## config.mk

```make
export PLATFORM = sky130hd
export DESIGN_NAME = if_stage
export DESIGN_NICKNAME = d
export VERILOG_FILES = /design/src/rtl/risc23_pkg.sv /design/src/rtl/if_id_pipe_reg.sv /design/src/rtl/if_stage.sv
export SDC_FILE = /design/constraint.sdc
export NUM_CORES = 1
export LEC_CHECK = 0
export CAP_MARGIN = 40
export CORE_MARGIN = 5
export CORE_UTILIZATION = 55
export DETAILED_ROUTE_END_ITERATION = 8
export GPL_ROUTABILITY_DRIVEN = 0
export PLACE_DENSITY = 0.83
export SETUP_SLACK_MARGIN = 0.02
export SKIP_CTS_REPAIR_TIMING = 1
export SYNTH_ARGS = -nofsm -noshare
export SYNTH_HDL_FRONTEND = slang
export SYNTH_SLANG_ARGS = --single-unit
```

## constraint.sdc

```tcl
create_clock -name clk -period 4 [get_ports clk]
set_input_delay 0.8 -clock clk [delete_from_list [all_inputs] [get_ports clk]]
set_output_delay 0.8 -clock clk [all_outputs]
set_load 0.005 [all_outputs]
```

## src/rtl/risc23_pkg.sv

```systemverilog
// Shared types and defaults for the IITB-RISC-23 pipeline front end.
// Holds the fetch FSM encoding and the IF/ID payload layout.
package risc23_pkg;

  typedef enum logic [1:0] {
    IDLE,
    REQ,
    DROP,
    SKID
  } fetch_state_t;

  localparam logic [15:0] RESET_PC_DEF = 16'h0000;
  localparam logic [15:0] PC_INC_DEF   = 16'd2;

  typedef struct packed {
    logic [15:0] instr;
    logic [15:0] pc;
    logic [15:0] pc2;
  } ifid_t;

  // 16-bit add that wraps modulo 2^16, e.g. 16'hFFFE + 2 = 16'h0000.
  function automatic logic [15:0] pc_add(input logic [15:0] pc, input logic [15:0] inc);
    return pc + inc;
  endfunction

endpackage

```

## src/rtl/if_id_pipe_reg.sv

```systemverilog
// Pipeline register carrying valid/instr/pc/pc2 with flush > hold > load priority.
// Without load, hold or flush it inserts a bubble and keeps the data fields.
module if_id_pipe_reg
  import risc23_pkg::*;
(
  input  logic  clk,
  input  logic  rst_n,
  input  logic  flush,
  input  logic  hold,
  input  logic  load,
  input  ifid_t load_data,
  output logic  valid,
  output ifid_t data
);

  logic  valid_q;
  ifid_t data_q;

  always_ff @(posedge clk or negedge rst_n) begin
    if (!rst_n) begin
      valid_q <= 1'b0;
      data_q  <= '0;
    end else if (flush) begin
      valid_q <= 1'b0;
    end else if (hold) begin
      valid_q <= valid_q;
    end else if (load) begin
      valid_q <= 1'b1;
      data_q  <= load_data;
    end else begin
      valid_q <= 1'b0;
    end
  end

  assign valid = valid_q;
  assign data  = data_q;

endmodule

```

## src/rtl/if_stage.sv

```systemverilog
// Instruction-fetch stage: owns the PC, runs a single-outstanding req/ack fetch,
// squashes wrong-path fetches on EX redirect and parks one word in a skid on stall.
module if_stage
  import risc23_pkg::*;
#(
  parameter logic [15:0] RESET_PC = RESET_PC_DEF,
  parameter logic [15:0] PC_INC   = PC_INC_DEF
) (
  input  logic        clk,
  input  logic        rst_n,
  input  logic        redirect_en,
  input  logic [15:0] redirect_pc,
  input  logic        stall,
  output logic        imem_req,
  output logic [15:0] imem_addr,
  input  logic        imem_ack,
  input  logic [15:0] imem_rdata,
  output logic        ifid_valid,
  output logic [15:0] ifid_instr,
  output logic [15:0] ifid_pc,
  output logic [15:0] ifid_pc2
);

  fetch_state_t state_q, state_d;
  logic [15:0]  pc_q, pc_d;
  logic         req_q, req_d;
  logic [15:0]  addr_q, addr_d;
  logic         skid_valid_q, skid_valid_d;
  logic [15:0]  skid_instr_q, skid_instr_d;
  logic [15:0]  skid_pc_q, skid_pc_d;

  logic         pipe_flush;
  logic         pipe_hold;
  logic         pipe_load;
  ifid_t        pipe_data;
  ifid_t        ifid_data;

  // Redirect beats stall: whatever sits in IF/ID is younger than the branch.
  assign pipe_flush = redirect_en;
  assign pipe_hold  = stall && ifid_valid;

  always_comb begin
    state_d      = state_q;
    pc_d         = pc_q;
    req_d        = req_q;
    addr_d       = addr_q;
    skid_valid_d = skid_valid_q;
    skid_instr_d = skid_instr_q;
    skid_pc_d    = skid_pc_q;
    pipe_load    = 1'b0;
    pipe_data    = '{instr: imem_rdata, pc: addr_q, pc2: pc_add(addr_q, PC_INC)};

    unique case (state_q)
      IDLE: begin
        state_d = REQ;
        req_d   = 1'b1;
        if (redirect_en) begin
          pc_d   = redirect_pc;
          addr_d = redirect_pc;
        end else begin
          addr_d = pc_q;
        end
      end

      REQ: begin
        if (imem_ack) begin
          if (redirect_en) begin
            pc_d   = redirect_pc;
            addr_d = redirect_pc;
          end else if (!stall || !ifid_valid) begin
            pipe_load = 1'b1;
            pc_d      = pc_add(addr_q, PC_INC);
            addr_d    = pc_add(addr_q, PC_INC);
          end else begin
            // IF/ID is frozen: park the word and stop fetching until stall lifts.
            skid_valid_d = 1'b1;
            skid_instr_d = imem_rdata;
            skid_pc_d    = addr_q;
            pc_d         = pc_add(addr_q, PC_INC);
            req_d        = 1'b0;
            state_d      = SKID;
          end
        end else if (redirect_en) begin
          pc_d    = redirect_pc;
          state_d = DROP;
        end
      end

      DROP: begin
        if (redirect_en) begin
          pc_d = redirect_pc;
        end
        if (imem_ack) begin
          // Stale data is discarded; the newest redirect target goes out next.
          addr_d  = redirect_en ? redirect_pc : pc_q;
          state_d = REQ;
        end
      end

      SKID: begin
        if (redirect_en) begin
          skid_valid_d = 1'b0;
          pc_d         = redirect_pc;
          addr_d       = redirect_pc;
          req_d        = 1'b1;
          state_d      = REQ;
        end else if (!stall) begin
          pipe_load    = skid_valid_q;
          pipe_data    = '{instr: skid_instr_q, pc: skid_pc_q,
                           pc2: pc_add(skid_pc_q, PC_INC)};
          skid_valid_d = 1'b0;
          req_d        = 1'b1;
          addr_d       = pc_q;
          state_d      = REQ;
        end
      end

      default: begin
        state_d = IDLE;
      end
    endcase
  end

  always_ff @(posedge clk or negedge rst_n) begin
    if (!rst_n) begin
      state_q      <= IDLE;
      pc_q         <= RESET_PC;
      req_q        <= 1'b0;
      addr_q       <= 16'h0000;
      skid_valid_q <= 1'b0;
      skid_instr_q <= 16'h0000;
      skid_pc_q    <= 16'h0000;
    end else begin
      state_q      <= state_d;
      pc_q         <= pc_d;
      req_q        <= req_d;
      addr_q       <= addr_d;
      skid_valid_q <= skid_valid_d;
      skid_instr_q <= skid_instr_d;
      skid_pc_q    <= skid_pc_d;
    end
  end

  if_id_pipe_reg u_if_id_pipe_reg (
    .clk       (clk),
    .rst_n     (rst_n),
    .flush     (pipe_flush),
    .hold      (pipe_hold),
    .load      (pipe_load),
    .load_data (pipe_data),
    .valid     (ifid_valid),
    .data      (ifid_data)
  );

  assign imem_req   = req_q;
  assign imem_addr  = addr_q;
  assign ifid_instr = ifid_data.instr;
  assign ifid_pc    = ifid_data.pc;
  assign ifid_pc2   = ifid_data.pc2;

endmodule

```

=== Word-level counts from Yosys, hierarchy flattened ===
Cells that the tools add are included.

* Bitwise logic cells: 3
* $add $sub $neg: 2
* Eq/ne operators: 13
* Reduce and logical (&&, ||, !) cells: 14
* Mux-type cells: 42

{| class="wikitable"
|+ Operators by type and width
! operator !! count
|-
| 16-bit 2-to-1 mux || 9
|-
| 48-bit 2-to-1 mux || 2
|-
| 16-bit one-hot mux with 4 select lines || 1
|-
| 16-bit by 2-bit adder with 16-bit output, second input constant || 2
|-
| 16-bit one-hot mux with 2 select lines || 1
|-
| 1-bit 2-to-1 mux || 18
|-
| 3-bit inequality test, second input constant || 5
|-
| 5-bit AND reduction || 3
|-
| 2-bit 2-to-1 mux || 7
|-
| 2-bit inequality test, second input constant || 5
|-
| 2-bit one-hot mux with 4 select lines || 1
|-
| 4-bit AND reduction || 2
|-
| 2-bit equality test, second input constant || 2
|-
| 1-bit one-hot mux with 2 select lines || 2
|-
| 1-bit NOT || 3
|-
| 1-bit one-hot mux with 3 select lines || 1
|-
| 3-bit AND reduction || 1
|-
| 3-bit nonzero test || 1
|-
| 3-bit OR reduction || 1
|-
| 2-bit by 1-bit equality test with 1-bit output, second input constant || 1
|-
| 1-bit logical NOT || 2
|-
| 2-bit logical NOT || 1
|-
| 2-bit nonzero test || 1
|-
| 1-bit logical AND || 1
|-
| 1-bit logical OR || 1
|}

* Output and inout port bits: 66
* Logic and storage cells: 85
* Input bits: 37
* Flip-flop bits (word level): 117

=== Depth between registers and ports, before layout ===
* Depth in word-level cells: 9
* Gate-level depth with buffers: 8
* Mapped depth without buffers: 6

=== Cells and area by module ===
From an unflattened synthesis, not the netlist that was laid out.

* Cells, all modules: 539
* Area, all modules: 5994.5 um^2

{| class="wikitable"
|+ Modules (own cells, without submodules)
! module !! area each (um^2) !! instances !! cells each !! sequential area each (um^2)
|-
| if_stage || 4152.7 || 1 || 434 || 1701.6
|-
| if_id_pipe_reg || 1841.8 || 1 || 105 || 1226.2
|}

=== Worst setup path before layout ===
No wires, ideal clock.

* Path kind: input -> register
* From: in stall
* To: reg skid_instr_q[0]
* Setup time: 0.125 ns
* Buffers on the path: 2
* Data required time: 3.875 ns
* Stages on the path: 5
* Setup slack: 1.903 ns
* Data arrival time: 1.972 ns
* Cells stage by stage: clkbuf_1 nand3b_1 nor2_4 buf_2 mux2_2

* Longest elaborated chain between the ends: 4

{| class="wikitable"
|+ Ends and longest elaborated chain
! item !! RTL line !! text
|-
| from (decl) || if_stage.sv:13 || <nowiki>input logic stall,</nowiki>
|-
| 1-bit logical NOT || -- ||
|-
| 1-bit logical OR || if_stage.sv:70 || <nowiki>end else if (!stall || !ifid_valid) begin</nowiki>
|-
| 1-bit NOT (no source line) || -- ||
|-
| 4-bit AND reduction (no source line) || -- ||
|-
| to (signal assigned) || if_stage.sv:139 || <nowiki>skid_instr_q <= skid_instr_d;</nowiki>
|-
| to (decl) || if_stage.sv:29 || <nowiki>logic [15:0] skid_instr_q, skid_instr_d;</nowiki>
|}

Every way passes these cells.
A chain may end at the register's enable or synchronous reset.

=== Worst setup path in the final report ===
* From: reg addr_q[9] (netlist: imem_addr[9])
* To: out imem_addr[9]

{| class="wikitable"
|+ RTL lines
! item !! RTL line !! text
|-
| from (decl) || if_stage.sv:27 || <nowiki>logic [15:0] addr_q, addr_d;</nowiki>
|-
| from (signal assigned) || if_stage.sv:137 || <nowiki>addr_q <= addr_d;</nowiki>
|-
| to (decl) || if_stage.sv:15 || <nowiki>output logic [15:0] imem_addr,</nowiki>
|}

No word-level cell between the ends.

==> impl_results.md <==
* Status: completed
* GRT Overall Usage at 0.253
* FF-to-FF path depth at 6
* Final WL at 15700 um
* Actual slew at the worst max-slew pin at approximately 0.80 ns
* Top cell type's share of synthesized area at 0.503
* Clk slew on worst S/H paths at 0.06 ns
* Final clock skew at 0.00946 ns
* CTS Sinks at about 120
* Grt total ovfl at 0
* Warnings, synthesis at 0
* Vias at 5067
* Max Clk Rate at around 0.4 GHz
* Slack of the critical path at around 1.5 ns
* Worst slack at placement at around 1.0 ns
* Core Region at roughly 0.010 mm^2
* Worst VDD drop at approximately 0.35 mV
* WL/cell at ~18 um
* Largest net degree at the start of global routing at 56
* H-tree levels at 4
* Post-Synthesis Mean Instance Area at 9.45 um^2
* Crit-path max FO at 10
* Inserted Diodes at 0
* First-pass GRT wire length at about 26000 um
* Sequential element share of the synthesized area at 0.503
* Crit-path max cell delay at between 0.6 and 0.7 ns
* Final net count at around 750
* Slowest stage cell, crit path: dfrtp_1
* Synthesized Nets at 650
* Total power draw at between 4 and 5 mW
* Setup crit end kind: output port
* Die Width at between 100 and 150 um
* Final setup fails at 0
* TNS Setup at 0 ns
* Primary FF master, synth: dfrtp_1
* Worst hold slack at between 0.2 and 0.3 ns
* Vias per cell at 5.93
* Post-synthesis cell count at 611
* Row count at 37
* Synth cell types at 56
* Lkg Pwr at 3.25 nW
* Reg-to-reg endpoint: skid_pc_q[9]
* Clock buffer count from CTS at 17
* Worst setup path class: reg2out
* Drt first pass iters at 5
* Max Root-Sink Buffers at 2
* Initial drt markers at between 400 and 500
* Async SR Flop Fraction at 1.00
* Fin. max-slew vios at 0
* Crit path buffers/inverters at 1
* Period utilization at 0.635
* Top cell type by total area after synthesis: dfrtp_1
* Mapped Area at 0.00577 mm^2
* Worst-path cell chain: clkdlybuf4s50_1
* DIE AREA at about 0.013 mm^2
* CP Data Required Time at around 3.2 ns
* Root buffer cell: clkbuf_8
* Worst EP arrival at between 1.5 and 2 ns
* Cell with the most instances after synthesis: nand2_1
* # fillers at between 700 and 800
* Post-synth top cells: nand2_1, dfrtp_1, nor2_1
* FF-to-FF Start: state_q[1]
* Clock latency on the worst-skew pair at roughly 0.52 ns
* DIE HEIGHT at 112 um
* Period minus WS final at roughly 2.5 ns
* Top area cells in the synthesized netlist: dfrtp_1, nand2_1, mux2_2, nor2_1, a31oi_1
* Area delta synth->final at 29.7%
* EDFF count, synth at 0
* Reg2Reg Setup Slack at approximately 1.7 ns
* Antenna-violating nets left at 0
* Vias in the first global route at 5140
* Final Hold Viols at 0
* Initial antenna violation count at 0
* Post-synthesis register bit count at ~120
* Pwr/cell area at 660 mW/mm^2
* Slew HR at 0.468
* Max-cap viol count at 0
* Detail Placement HPWL at roughly 10000 um
* Top Ports at ~100
* Min-delay worst type: in2async
* DRC at 0
* Fraction of layout cells with a size suffix above 1 at 0.124
* Crit path launch type: flop
* CTS tree: yes
* Top delay family on crit path: flip-flops
* RSZ-0062 raised after global routing: false
* Initial core utilization at 0.562
* IO Port Bufs at between 100 and 150
[power by group]
group          internal (mW)  total [mW]  switching [mW]  leakage (nW)
clock network          0.977        1.51           0.537         0.282
logic                  0.819        1.46           0.639          1.58
registers               1.56        1.97           0.412          1.40
[per-stage QoR]
step	std cells	util	instance area, um^2
finish	854	0.729	7490
global route	854	0.729	7490
global placement	821	0.666	6850
detailed placement	823	0.670	6890
CTS	854	0.729	7490
floorplan	611	-	5770
[worst max path at each step]
stage / start / endpoint / slack [ns] / cells past startpoint
after floorplan: stall / skid_instr_q[0] / 1.90 / 5
final: imem_addr[9] / imem_addr[9] / 1.46 / 1
after global placement: imem_ack / u_if_id_pipe_reg.data[41] / 1.14 / 7
after detailed placement: imem_ack / u_if_id_pipe_reg.data[40] / 1.05 / 7
after CTS: imem_addr[9] / imem_addr[9] / 1.48 / 1
after global routing: imem_ack / u_if_id_pipe_reg.data[40] / 1.39 / 7
[routing by layer]
metal,vias up,part of all wire,track usage
met5,-,0,0
met4,0,0.017,0.0793
met3,30,0.075,0.0658
met2,224,0.50,0.420
met1,2492,0.41,0.327
li1,2321,-,-
[cell type report]
type	instances	area (um^2)	area share
tap	136	170	0.0227
sequential	116	2900	0.388
clock inverter	12	156	0.0209
clock buffer	19	442	0.0590
timing repair buffer	118	1160	0.155
multi-input combinational	447	2630	0.352
inverter	6	22.5	0.00301
[flip-flops by register name, indices dropped and copies added (netlist names)]
| register | count |
|---|---|
| imem_req | 1 |
| imem_addr | 16 |
| skid_instr_q | 16 |
| state_q | 2 |
| skid_valid_q | 1 |
| pc_q | 16 |
| u_if_id_pipe_reg.data | 47 |
| u_if_id_pipe_reg.valid | 1 |
| skid_pc_q | 16 |
[kinds of logic after synthesis]
kind of cell,Yosys count,synth area share
and+or+nand+nor,243,0.184
AOI/OAI and AO/OA,131,0.142
DFF,116,0.503
buffers and inverters,48,0.0412
muxes,48,0.0895
xor gates and xnor gates,23,0.0362
adders and majority gates,2,0.00433
[placed cells by master (no fill, tap or decap), types with 4 or more instances in the layout]
cell type,n
inv_1,6
o21ai_0,39
xor2_1,14
clkdlybuf4s50_1,100
a31oi_1,37
nor3_1,8
clkinvlp_4,4
clkbuf_16,16
mux2_2,28
nand2_1,125
o211ai_1,6
nand2b_1,6
xnor2_1,8
a211oi_1,4
dfrtp_1,116
a21oi_1,14
nor2_1,67
a21o_1,4
nand4_1,4
mux2i_1,19
nand3_1,11
buf_4,15
(Power assumes the default switching activity.)
